===== config.mk =====
export PLATFORM = sky130hd
export DESIGN_NAME = linear_network_gather_seq
export DESIGN_NICKNAME = d
export VERILOG_FILES = /design/src/rtl/linear_network_gather_seq_pkg.sv /design/src/rtl/linear_network_gather_seq_lowest_set_bit_finder.sv /design/src/rtl/linear_network_gather_seq.sv
export SDC_FILE = /design/constraint.sdc
export NUM_CORES = 1
export LEC_CHECK = 0
export CORE_ASPECT_RATIO = 1.2
export CORE_MARGIN = 1.5
export CORE_UTILIZATION = 32
export DETAILED_ROUTE_END_ITERATION = 7
export GPL_ROUTABILITY_DRIVEN = 0
export GPL_TIMING_DRIVEN = 0
export PLACE_DENSITY = 0.84
export SLEW_MARGIN = 20
export SYNTH_ARGS = -nofsm -noshare
export SYNTH_HDL_FRONTEND = slang
export SYNTH_HIERARCHICAL = 1
export SYNTH_SLANG_ARGS = --single-unit

===== constraint.sdc =====
create_clock -name clk -period 2.2 [get_ports clk]
set_clock_uncertainty 0.1 [all_clocks]
set_input_delay 0.22 -clock clk [delete_from_list [all_inputs] [get_ports clk]]
set_output_delay 0.22 -clock clk [all_outputs]
set_load 0.05 [all_outputs]

===== src/rtl/linear_network_gather_seq_pkg.sv =====
// ============================================================================
// Module   : linear_network_gather_seq_pkg
// Brief    : Shared types and helpers for the sequential gather network.
// Revision : 1.0
// ============================================================================
`default_nettype none

package linear_network_gather_seq_pkg;

   typedef enum logic [1:0] {
      IDLE  = 2'd0,
      SCAN  = 2'd1,
      DRAIN = 2'd2
   } state_t;

   // Node index width, kept at least one bit so a single-node chain still has a port.
   function automatic int node_id_width(input int num_node);
      return (num_node > 1) ? $clog2(num_node) : 1;
   endfunction

endpackage

`default_nettype wire


===== src/rtl/linear_network_gather_seq_lowest_set_bit_finder.sv =====
// ============================================================================
// Module   : lowest_set_bit_finder
// Brief    : Combinational priority pick of the lowest set bit of a mask.
// Revision : 1.0
// ============================================================================
`default_nettype none

module lowest_set_bit_finder #(
   parameter int NUM_NODE  = 4,
   parameter int IDX_WIDTH = 2
) (
   input  logic [NUM_NODE-1:0]  mask,
   output logic [IDX_WIDTH-1:0] idx,
   output logic [NUM_NODE-1:0]  onehot,
   output logic                 any_set
);

   assign any_set = |mask;
   assign onehot  = mask & (~mask + NUM_NODE'(1));

   always_comb begin
      idx = '0;
      for (int k = NUM_NODE - 1; k >= 0; k--) begin
         if (mask[k]) begin
            idx = IDX_WIDTH'(k);
         end
      end
   end

endmodule

`default_nettype wire


===== src/rtl/linear_network_gather_seq.sv =====
// ============================================================================
// Module   : linear_network_gather_seq
// Brief    : Drains one word from each selected node, ascending order, onto one stream.
// Revision : 1.0
// ============================================================================
`default_nettype none

module linear_network_gather_seq
   import linear_network_gather_seq_pkg::*;
#(
   parameter  int DATA_WIDTH    = 32,
   parameter  int NUM_NODE      = 4,
   localparam int NODE_ID_WIDTH = node_id_width(NUM_NODE)
) (
   input  logic                           clk,
   input  logic                           rst_n,
   input  logic                           i_en,
   input  logic                           i_cmd_valid,
   input  logic [NUM_NODE-1:0]            i_cmd,
   output logic                           o_cmd_ready,
   input  logic [NUM_NODE-1:0]            i_valid,
   input  logic [DATA_WIDTH*NUM_NODE-1:0] i_data_bus,
   output logic [NUM_NODE-1:0]            o_ready,
   output logic                           o_valid,
   output logic [DATA_WIDTH-1:0]          o_data_bus,
   output logic [NODE_ID_WIDTH-1:0]       o_node_id,
   input  logic                           i_ready,
   output logic                           o_done
);

   state_t                   state;
   state_t                   state_nxt;
   logic [NUM_NODE-1:0]      mask;
   logic [NUM_NODE-1:0]      mask_nxt;
   logic [NUM_NODE-1:0]      ptr_onehot;
   logic [NODE_ID_WIDTH-1:0] ptr;
   logic                     any_set;
   logic                     slot_free;
   logic                     scan_go;
   logic                     node_fire;
   logic                     done_nxt;

   lowest_set_bit_finder #(
      .NUM_NODE  (NUM_NODE),
      .IDX_WIDTH (NODE_ID_WIDTH)
   ) u_ptr (
      .mask    (mask),
      .idx     (ptr),
      .onehot  (ptr_onehot),
      .any_set (any_set)
   );

   assign slot_free   = !o_valid || i_ready;
   assign scan_go     = i_en && (state == SCAN) && slot_free && any_set;
   assign o_ready     = scan_go ? ptr_onehot : '0;
   assign node_fire   = scan_go && |(i_valid & ptr_onehot);
   assign o_cmd_ready = rst_n && i_en && (state == IDLE);

   always_comb begin
      state_nxt = state;
      mask_nxt  = mask;
      done_nxt  = 1'b0;
      case (state)
         IDLE: begin
            if (i_cmd_valid && o_cmd_ready) begin
               if (|i_cmd) begin
                  mask_nxt  = i_cmd;
                  state_nxt = SCAN;
               end else begin
                  done_nxt = 1'b1;
               end
            end
         end
         SCAN: begin
            if (node_fire) begin
               mask_nxt = mask & ~ptr_onehot;
               if (mask_nxt == '0) begin
                  state_nxt = DRAIN;
               end
            end
         end
         DRAIN: begin
            // An empty slot also completes, so a word drained while frozen cannot strand us here.
            if (i_en && slot_free) begin
               done_nxt  = 1'b1;
               state_nxt = IDLE;
            end
         end
         default: state_nxt = IDLE;
      endcase
   end

   always_ff @(posedge clk or negedge rst_n) begin
      if (!rst_n) begin
         state  <= IDLE;
         mask   <= '0;
         o_done <= 1'b0;
      end else begin
         state  <= state_nxt;
         mask   <= mask_nxt;
         o_done <= done_nxt;
      end
   end

   // Single-entry output slot; downstream may drain it even while the block is frozen.
   always_ff @(posedge clk or negedge rst_n) begin
      if (!rst_n) begin
         o_valid    <= 1'b0;
         o_data_bus <= '0;
         o_node_id  <= '0;
      end else if (node_fire) begin
         o_valid    <= 1'b1;
         o_data_bus <= i_data_bus[ptr*DATA_WIDTH +: DATA_WIDTH];
         o_node_id  <= ptr;
      end else if (i_ready) begin
         o_valid    <= 1'b0;
      end
   end

endmodule

`default_nettype wire


==> run_results.csv <==
group,metric,value,unit
die,io_pins,182,
cells_and_area,final_core_util,64.02,%
die,fp.dieH,101.4,um
status,status,"finished with violations",
die,die_width,85.01,um
clock_tree,cts_tree,"built",
timing,fin_setup_tns,0,ns
power_and_ir_drop,p_comb_share,19.0,%
logic_synthesis,yosysMostFrequentCell,"dfrtp_1",
logic_synthesis,synth_top_cell_by_area,"dfrtp_1",
detailed_routing,drc,9,
status,violations,"design-rule violations",
logic_synthesis,synth_area,2582,um2
power_and_ir_drop,ir_worst_vdd,0.2771,mV
logic_synthesis,synth_warnings,6,
power_and_ir_drop,swShare,19.15,%
die,core_area,7751,um2
power_and_ir_drop,total_power,1.726,mW
power_and_ir_drop,p_sw,330.6,uW
clock_tree,clkSinkCount,42,
timing,slew_violations,0,
logic_synthesis,synth_area_per_cell,15.10,um2
global_routing,grt_max_degree,23,
worst_setup_path,critPathArrivalTime,1.84,ns
worst_setup_path,critical-path-slowest-cell,"or4_4",
clock_tree,cts-root-buf,"clkbuf_8",
logic_synthesis,netlist_instances,171,
worst_setup_path,cp_data_required_time,1.88,ns
detailed_routing,drt_wl_total,8555,um
worst_setup_path,crit_fanout,6,
global_routing,grt_antenna_before_repair,0,
worst_setup_path,cpPeakStageDelay,0.57,ns
clock_tree,clock_path_buffers,2,
logic_synthesis,yosys.area.top_type_share,40.70,%
die,die_area,8620,um2
detailed_routing,dr.first_iter.drc_count,41,
detailed_routing,firstDrtPassIters,6,
worst_setup_path,worstSetupEndpointType,"output port",
die,initial_utilization,33.32,%
cells_and_area,drive_above_1_share,32.35,%
cells_and_area,final_nets,515,
logic_synthesis,ys_seq_area_share,40.70,%
placement,io_buffer_count,181,
global_routing,grt_first_pass_wirelength,12800,um
global_routing,grt_pass1_vias,2586,
timing,slew_headroom,39.36,%
detailed_routing,postRouteAntennaNets,0,
logic_synthesis,synthTopCellsByCount,"dfrtp_1 (42), mux2_2 (32), mux4_2 (32), nand2_1 (7)",
cells_and_area,antenna_cells,0,
logic_synthesis,synthFlopType,"dfrtp_1",
worst_setup_path,cp_cell_sequence,"or4_4 -> nand4b_4 -> nor2_4 -> and2_1 -> buf_6",
worst_setup_path,ff2ff_path_depth,7,
worst_setup_path,critPathLaunchType,"flop",
timing,period_share,98.31,%
timing,tightest_slew,0.9066,ns
detailed_routing,wl_per_cell,18.36,um
timing,rsz0062_at_grt,"true",
timing,final-setup-viol-count,0,
logic_synthesis,synthTopCellsByArea,"dfrtp_1 (41%), mux4_2 (28%), mux2_2 (14%)",
detailed_routing,vias,2379,
logic_synthesis,synth-edff-count,0,
power_and_ir_drop,p_seq_share,44.7,%
timing,fmax,462.4,MHz
power_and_ir_drop,p_clk_share,36.4,%
clock_tree,clk_latency,0.29,ns
detailed_routing,vias_per_cell,5.105,
power_and_ir_drop,p_int,1.395,mW
power_and_ir_drop,power.leakage,1.982,nW
global_routing,grt_overflow_total,0,
flow_run,maxCapViolCount,0,
logic_synthesis,syn_nets,312,
power_and_ir_drop,power_density,347.8,nW/um2
logic_synthesis,synth.distinct_cells,32,
clock_tree,path_clk_slew,0.09,ns
global_routing,grt_util_all_layers,19.41,%
cells_and_area,area_growth,92.15,%
timing,hold_viol,0,
die,placementRows,35,
timing,period_minus_slack,2.163,ns
logic_synthesis,ys_ff_latch,42,
clock_tree,htree_levels,2,
worst_hold_path,min_path_type,"input pin to asynchronous set/reset pin",
logic_synthesis,postSynth.asyncResetShare,100.0,%
worst_setup_path,path_class,"flop to output port",
placement,dpl.hpwl,6729,um
clock_tree,cts_buffers,5,
-- final cells by class --
type                       instances  area [um2]
buffer                            13       151.4
clock buffer                       6       82.58
clock inverter                     1       30.03
multi-input combinational        112        1513
tap                               92       115.1
timing repair buffer             196        1999
sequential                        42        1056
fill                             620        2789
inverter                           4       15.01
-- timing repair --
action / 4_1_cts / 5_1_grt
hold buffers: 2 / 0
gates cloned: 0 / 4
endpoints found under the hold margin: 20 / 0
buffers inserted: 5 / 3
pin swaps: 1 / 5
endpoints found under the setup margin: 46 / 40
gates resized for setup: 40 / 33
-- cells in the final DEF, fill, tap and decap left out, types with 2 or more instances in the layout --
cell type / instances
mux2_2: 32
nand2_1: 7
inv_1: 4
dfrtp_2: 4
buf_12: 3
a22oi_1: 2
mux4_2: 32
a32o_1: 4
dfrtp_1: 38
nor3_1: 2
clkdlybuf4s50_1: 175
and2_4: 2
clkbuf_8: 6
buf_4: 13
nor2_1: 3
clkbuf_16: 3
nor2b_1: 3
mux2_1: 2
nor2_4: 2
buf_2: 3
nand3_1: 2
and2_1: 3
nor4b_4: 2
buf_6: 8
-- power groups by stage --
stage	combinational (mW)	clock [mW]	sequential, mW
finish	0.327	0.627	0.771
global route	0.349	0.672	0.771
CTS	0.330	0.640	0.771
detailed placement	0.326	0	0.787
global placement	0.312	0	0.787
floorplan	0.0462	0	0.787
-- cell families after synthesis --
| group | Yosys count | share of synthesized area, % |
|---|---|---|
| DFF | 42 | 40.70 |
| buffers and inverters | 17 | 4.312 |
| and+or+nand+nor | 34 | 8.043 |
| AOI/OAI and AO/OA | 12 | 4.215 |
| muxes | 66 | 42.73 |
-- registers in the layout (all words and copies together), names as in the netlist --
signal,flops
mask,4
o_data_bus,32
o_done,1
o_node_id,2
o_valid,1
state,2
-- worst max-delay path: cells and delay by family, from the launching register on --
family	cells	cell delay, ns
and+or+nand+nor	4	0.93
DFF	1	0.46
buffers and inverters	1	0.15
-- metrics by stage --
step                      setup WS [ns]  hold WS (ns)  cell area (um2)  instances
after floorplan                 0.02381       -0.1756             2589        171
after global placement           -1.539        0.3695             4516        444
after detailed placement        -0.3879        0.1289             4538        445
after CTS                      -0.05686        0.4044             4746        459
after global routing           -0.01856       0.08444             4962        466
final                           0.03725       0.04353             4962        466
-- final timing paths --
check	from	endpoint	slack, ns
setup / recovery	mask[1]	o_ready[2]	0.04
hold / removal	rst_n	o_valid	0.04
setup reg to reg	mask[1]	o_data_bus[24]	0.06
hold reg to reg	o_node_id[0]	o_node_id[0]	0.40
max in group asynchronous	rst_n	o_data_bus[26]	0.88
min in group clk	o_node_id[0]	o_node_id[0]	0.40
-- layer usage --
layer,GRT usage [%],up-vias,part of all wire [%]
met5,0,-,0
met4,5.170,0,1.1
met3,4.238,6,6.3
met2,37.42,97,57
met1,21.41,1190,36
li1,-,1086,-
Note: power is estimated with default switching activity, not from simulation.
